==> config.mk <==
export PLATFORM = sky130hd
export DESIGN_NAME = bitonic_sort_pipe
export DESIGN_NICKNAME = d
export VERILOG_FILES = /design/src/rtl/bitonic_pkg.sv /design/src/rtl/bitonic_cas_layer.sv /design/src/rtl/bitonic_sort_pipe.sv
export SDC_FILE = /design/constraint.sdc
export NUM_CORES = 2
export LEC_CHECK = 0
export BUFFER_PORTS_ARGS = -buffer_cell sky130_fd_sc_hd__clkbuf_2
export CAP_MARGIN = 20
export CELL_PAD_IN_SITES_DETAIL_PLACEMENT = 2
export CELL_PAD_IN_SITES_GLOBAL_PLACEMENT = 2
export CORE_MARGIN = 3
export CORE_UTILIZATION = 40
export CTS_CLUSTER_DIAMETER = 60
export CTS_CLUSTER_SIZE = 10
export DETAILED_ROUTE_END_ITERATION = 8
export PLACE_DENSITY_LB_ADDON = 0.3
export REMOVE_ABC_BUFFERS = 1
export SLEW_MARGIN = 40
export SYNTH_ARGS = -nofsm -noshare
export SYNTH_HDL_FRONTEND = slang
export SYNTH_SLANG_ARGS = --single-unit
==> constraint.sdc <==
create_clock -name clk_i -period 6.6 [get_ports clk_i]
set_clock_uncertainty 0.2 [all_clocks]
set_input_delay 0.33 -clock clk_i [delete_from_list [all_inputs] [get_ports clk_i]]
set_output_delay 0.33 -clock clk_i [all_outputs]
set_load 0.02 [all_outputs]
==> src/rtl/bitonic_pkg.sv <==
// Shared helpers for the pipelined bitonic sorter: layer counts and the per-layer
// wiring map (partner index and network direction of every element).
package bitonic_pkg;

    typedef struct packed {
        int unsigned partner;
        logic        is_low;
        logic        net_descend;
    } cas_map_t;

    function automatic int unsigned log_n(input int unsigned n);
        return $clog2(n);
    endfunction

    function automatic int unsigned n_layers(input int unsigned n);
        int unsigned lg;
        lg = $clog2(n);
        return (lg * (lg + 1)) / 2;
    endfunction

    // Layers are numbered in network order: merge size 2^s (s = 1..LOG_N), and inside
    // each merge the compare distance halves from 2^(s-1) down to 1.
    function automatic cas_map_t cas_map(input int unsigned n,
                                         input int unsigned layer,
                                         input int unsigned elem);
        cas_map_t    m;
        int unsigned lg;
        int unsigned idx;
        int unsigned d;
        m   = '0;
        lg  = $clog2(n);
        idx = 0;
        for (int unsigned s = 1; s <= lg; s++) begin
            for (int j = int'(s) - 1; j >= 0; j--) begin
                if (idx == layer) begin
                    d             = 32'd1 << j;
                    m.partner     = elem ^ d;
                    m.is_low      = ((elem & d) == 0);
                    m.net_descend = (((elem >> s) & 32'd1) != 0);
                end
                idx++;
            end
        end
        return m;
    endfunction

endpackage

==> src/rtl/bitonic_cas_layer.sv <==
// One combinational compare-and-swap layer of the bitonic network.
// BITONIC_SIGNED_EN selects two's-complement compare; default is unsigned.
module bitonic_cas_layer
    import bitonic_pkg::*;
#(
    parameter int unsigned N_ELEM = 8,
    parameter int unsigned DATA_W = 32,
    parameter int unsigned LAYER  = 0
) (
    input  logic                           descend_i,
    input  logic [N_ELEM-1:0][DATA_W-1:0]  data_i,
    output logic [N_ELEM-1:0][DATA_W-1:0]  data_o
);

    for (genvar e = 0; e < N_ELEM; e++) begin : g_elem
        localparam cas_map_t    MAP     = cas_map(N_ELEM, LAYER, e);
        localparam int unsigned PARTNER = MAP.partner;

        logic [DATA_W-1:0] own;
        logic [DATA_W-1:0] other;
        logic              other_lt;
        logic              other_gt;
        logic              take_min;

        assign own   = data_i[e];
        assign other = data_i[PARTNER];

`ifdef BITONIC_SIGNED_EN
        assign other_lt = $signed(other) < $signed(own);
        assign other_gt = $signed(other) > $signed(own);
`else
        assign other_lt = other < own;
        assign other_gt = other > own;
`endif

        // Strict compares keep equal elements in place, so duplicates never swap.
        assign take_min  = MAP.is_low ^ MAP.net_descend ^ descend_i;
        assign data_o[e] = (take_min ? other_lt : other_gt) ? other : own;
    end

endmodule

==> src/rtl/bitonic_sort_pipe.sv <==
// Fully pipelined bitonic sorter with valid/ready on both sides and per-vector
// ascending/descending mode. BITONIC_SIGNED_EN switches element compare to signed.
module bitonic_sort_pipe
    import bitonic_pkg::*;
#(
    parameter int unsigned N_ELEM = 8,
    parameter int unsigned DATA_W = 32
) (
    input  logic                           clk_i,
    input  logic                           rst_ni,
    input  logic                           in_valid_i,
    output logic                           in_ready_o,
    input  logic                           in_descend_i,
    input  logic [N_ELEM-1:0][DATA_W-1:0]  in_list_i,
    output logic                           out_valid_o,
    input  logic                           out_ready_i,
    output logic [N_ELEM-1:0][DATA_W-1:0]  out_list_o,
    output logic                           busy_o
);

    localparam int N_LAYERS = int'(n_layers(N_ELEM));

    if (N_ELEM < 2 || (N_ELEM & (N_ELEM - 1)) != 0) begin : g_bad_n_elem
        $error("bitonic_sort_pipe: N_ELEM must be a power of two >= 2");
    end
    if (DATA_W < 1) begin : g_bad_data_w
        $error("bitonic_sort_pipe: DATA_W must be >= 1");
    end

    typedef logic [N_ELEM-1:0][DATA_W-1:0] vec_t;

    typedef struct packed {
        logic valid;
        logic descend;
        vec_t data;
    } stage_t;

    stage_t [N_LAYERS-1:0] stg;
    vec_t   [N_LAYERS-1:0] cas_in;
    vec_t   [N_LAYERS-1:0] cas_out;
    logic   [N_LAYERS-1:0] cas_desc;
    logic                  adv;

    // The whole pipe moves as one; only a stuck output word can stall it.
    assign adv         = !stg[N_LAYERS-1].valid || out_ready_i;
    assign in_ready_o  = adv;
    assign out_valid_o = stg[N_LAYERS-1].valid;
    assign out_list_o  = stg[N_LAYERS-1].data;

    always_comb begin
        cas_in      = '0;
        cas_desc    = '0;
        cas_in[0]   = in_list_i;
        cas_desc[0] = in_descend_i;
        for (int k = 1; k < N_LAYERS; k++) begin
            cas_in[k]   = stg[k-1].data;
            cas_desc[k] = stg[k-1].descend;
        end
    end

    for (genvar k = 0; k < N_LAYERS; k++) begin : g_layer
        bitonic_cas_layer #(
            .N_ELEM (N_ELEM),
            .DATA_W (DATA_W),
            .LAYER  (k)
        ) u_cas (
            .descend_i (cas_desc[k]),
            .data_i    (cas_in[k]),
            .data_o    (cas_out[k])
        );
    end

    always_ff @(posedge clk_i) begin
        if (!rst_ni) begin
            stg <= '0;
        end else if (adv) begin
            stg[0] <= '{valid: in_valid_i, descend: in_descend_i, data: cas_out[0]};
            for (int k = 1; k < N_LAYERS; k++) begin
                stg[k] <= '{valid: stg[k-1].valid, descend: stg[k-1].descend, data: cas_out[k]};
            end
        end
    end

    always_comb begin
        busy_o = 1'b0;
        for (int k = 0; k < N_LAYERS; k++) begin
            busy_o = busy_o | stg[k].valid;
        end
    end

endmodule
==> run metrics <==
ys flop type dfxtp_1; nets 13200; Post-Synth Simple-Gate Area 14.5%; Pleak 40.5 nW; post-layout util 45.5%; Final ANT Viol Nets 0; Syn-to-layout area delta 13.0%; Final Instance Count excl. Fillers 15500; Adder-Cell Fraction of Synth Area about a tenth; area occupied by registers 31000 um^2; CTS tree done; Mapped Cells roughly 12000; gr usage total 39.3%; initial core utilization 40.3%; Final Critical Period 4.96 ns; placed cell area 99200 um^2; IO Pins 520; critical path's most frequent cell a221oi_1; post-route setup TNS 0 ns; xor-xnor portion of the synthesized cell area 0%; # placed instances 14800; CP top delay family compound AO/OA/AOI/OAI gates; fillers 26600; Max Clk Rate 0.201 GHz; cell row count between 150 and 200; worst vdd ir 0.689 mV; RePlAce Congestion 1.09; CP Max Fanout 40; relative slew slack 33.9%; largest net degree at the start of global routing 231; Skew-Pair Late Insertion Delay about 0.90 ns; pwr/cell area 479 nW/um^2; Via density around 6.7; Hold Path Class in2reg; Syn Area/Cell 7.86 um^2; CP Class reg2reg; clk slew on worst S/H paths approximately 0.060 ns; CP max stage delay 0.73 ns; initial drt markers 10700; die span in x 499 um; WL final 508000 um; worst path arrival time 5.57 ns; vias in the first global route 108000; Critical-path top delay cell buf_4; Final Total Pwr 52.6 mW; ys async rst share 0%; final slew viol count 0; CP cell instances inv_1 > ha_1 > nand4_1 > nor2_1 > a221oi_1 > a31oi_1 > o21ai_4 > buf_4 > mux2i_1 > a221oi_1 > clkbuf_2; first-pass GRT wire length 748000 um; cts bufs inserted 198; status complete, no violations; synthesized area 97100 um^2; Netlist cell types 64; routed len/inst 32.7 um; number of synthesis warnings 0; largest family of logic cells by synthesized area compound AO/OA/AOI/OAI gates; final hold viol count 0; root buf cell clkbuf_16; multiplexer share of the synthesized area 1.32%; drt drc 0; initial antenna violation count 45; die height approximately 500 um; H-tree depth 4; FF-to-FF setup slack 1.64 ns; Critical Path Start Type register; full die area between 200000 and 250000 um^2; endpoints failing setup 0; total congestion overflow 0; Least-Margin Pin Slew 0.992 ns; Synth Area in Compound Gates 32.0%; max cap viols 0; Port-buffer cells around 520; Placeable Area 241000 um^2; routed via count between 100k and 150k; Final Cell Area between 100000 and 150000 um^2; unrepaired setup endpoints after global routing no; Post-synth EDFFs 0; worst-case clock buffer depth 3; Crit. End Element register; postcts setup bufs 0; First-pass DRT Iterations 6; WP data required 7.21 ns; commonest non-fill, non-tap cell in the layout o21ai_0; footprint of the multi-input gates around 57000 um^2; share of layout cells above drive strength 1 11.7%; final worst-path cycle share ~75%; register bit total from synthesis 1547; Sink Count 1547; register area share after synthesis 31.9%; post-CTS resize count 0; most frequent cells in the layout o21ai_0, dfxtp_1, nor2_1, inv_1, ha_1; WP buf/inv 3; Detail Placement HPWL 346000 um
[metrics by stage]
stage,hold slack [ns],worst slack [ns]
after floorplan,0.248,-151.84
after global placement,0.271,1.57
after detailed placement,0.289,1.71
after CTS,0.101,1.67
after global routing,0.166,1.64
final,0.154,1.64
[tightest hold or removal path, stage by stage]
cell and delay (ns):
dlygate4sd3_1 0.55, clkbuf_2 0.13, nor2_1 0.11, a211oi_1 0.08
[cell families (layout without fill, tap and decap cells)]
family | count (synthesis) | after routing
multiplexers | 128 | 128
flip-flops | 1547 | 1547
buffers and inverters | 2252 | 2212
adder cells (fa/ha/maj) | 768 | 768
other | 0 | 36
AND/OR/NAND/NOR | 2529 | 2529
AO/OA/AOI/OAI | 5129 | 5129
[area by class of cell]
| type | instances | share of cell area [%] |
|---|---|---|
| inverters | 783 | 2.69 |
| well taps | 3185 | 3.63 |
| repair buffers | 1130 | 8.15 |
| clock buffers | 244 | 4.93 |
| diodes | 36 | 0.0821 |
| flip-flops and latches | 1547 | 28.2 |
| clock inverters | 55 | 0.711 |
| multi-input cells | 8554 | 51.6 |
[registers in the layout (all words and copies together), names as in the netlist]
| register | count |
|---|---|
| cas_in | 1280 |
| out_list_o | 256 |
| out_valid_o | 1 |
| cas_desc | 5 |
| stg | 5 |
[what timing repair did]
item / in CTS / in global routing
setup endpoints to repair: 0 / 0
hold buffers: 389 / 0
endpoints found under the hold margin: 370 / 0
[cell usage after synthesis (9+ instances only)]
| library cell | n | area, um^2 |
|---|---|---|
| mux2i_1 | 128 | 1280 |
| nand2b_1 | 16 | 100 |
| a221o_1 | 16 | 160 |
| or4b_4 | 11 | 151 |
| or2_1 | 15 | 93.8 |
| dfxtp_1 | 1547 | 31000 |
| a211oi_2 | 210 | 2630 |
| and4_1 | 20 | 175 |
| nand3_1 | 125 | 626 |
| nor2_1 | 787 | 2950 |
| a211oi_1 | 553 | 4150 |
| or3b_2 | 82 | 718 |
| or3b_1 | 174 | 1520 |
| a221oi_1 | 69 | 604 |
| o41a_2 | 9 | 113 |
| a21o_1 | 81 | 608 |
| a31oi_1 | 394 | 2460 |
| nor3_1 | 35 | 175 |
| buf_4 | 280 | 2100 |
| o21ai_0 | 2683 | 13400 |
| o21a_1 | 354 | 2660 |
| a2111oi_0 | 9 | 78.8 |
| nor2_2 | 10 | 62.6 |
| o211ai_1 | 25 | 188 |
| clkbuf_2 | 17 | 85.1 |
| buf_2 | 133 | 666 |
| a31oi_2 | 9 | 113 |
| nor2b_1 | 22 | 138 |
| buf_6 | 59 | 664 |
| a21boi_0 | 27 | 203 |
| inv_1 | 782 | 2940 |
| clkbuf_1 | 955 | 3580 |
| nand4_1 | 162 | 1010 |
| nor4_1 | 764 | 4780 |
| a21oi_1 | 637 | 3190 |
| nand2_1 | 159 | 597 |
| buf_1 | 25 | 93.8 |
| ha_1 | 768 | 9610 |
| o41ai_1 | 18 | 158 |
| or3_1 | 128 | 801 |
[report_power, final]
part / internal (mW) / switching, mW
logic: 8.45 / 16.9
registers: 11.8 / 4.53
clock network: 6.31 / 4.65
[layer usage]
metal  GRT usage, %  routed length [um]  vias to the layer above
met5              0                 114                        -
met4           21.6               31200                       18
met3           7.97               38400                     1221
met2           60.9              225000                     4331
met1           50.9              213000                    53500
li1               -                   -                    45200
[final timing paths]
kind / to / cells after the start / start
hold / removal: cas_in[345] / 4 / in_list_i[121]
hold reg to reg: stg[1031] / 2 / stg[773]
setup reg to reg: cas_in[908] / 11 / cas_in[653]
setup / recovery: cas_in[908] / 11 / cas_in[653]
No activity file was read; power rests on OpenSTA's default activity.
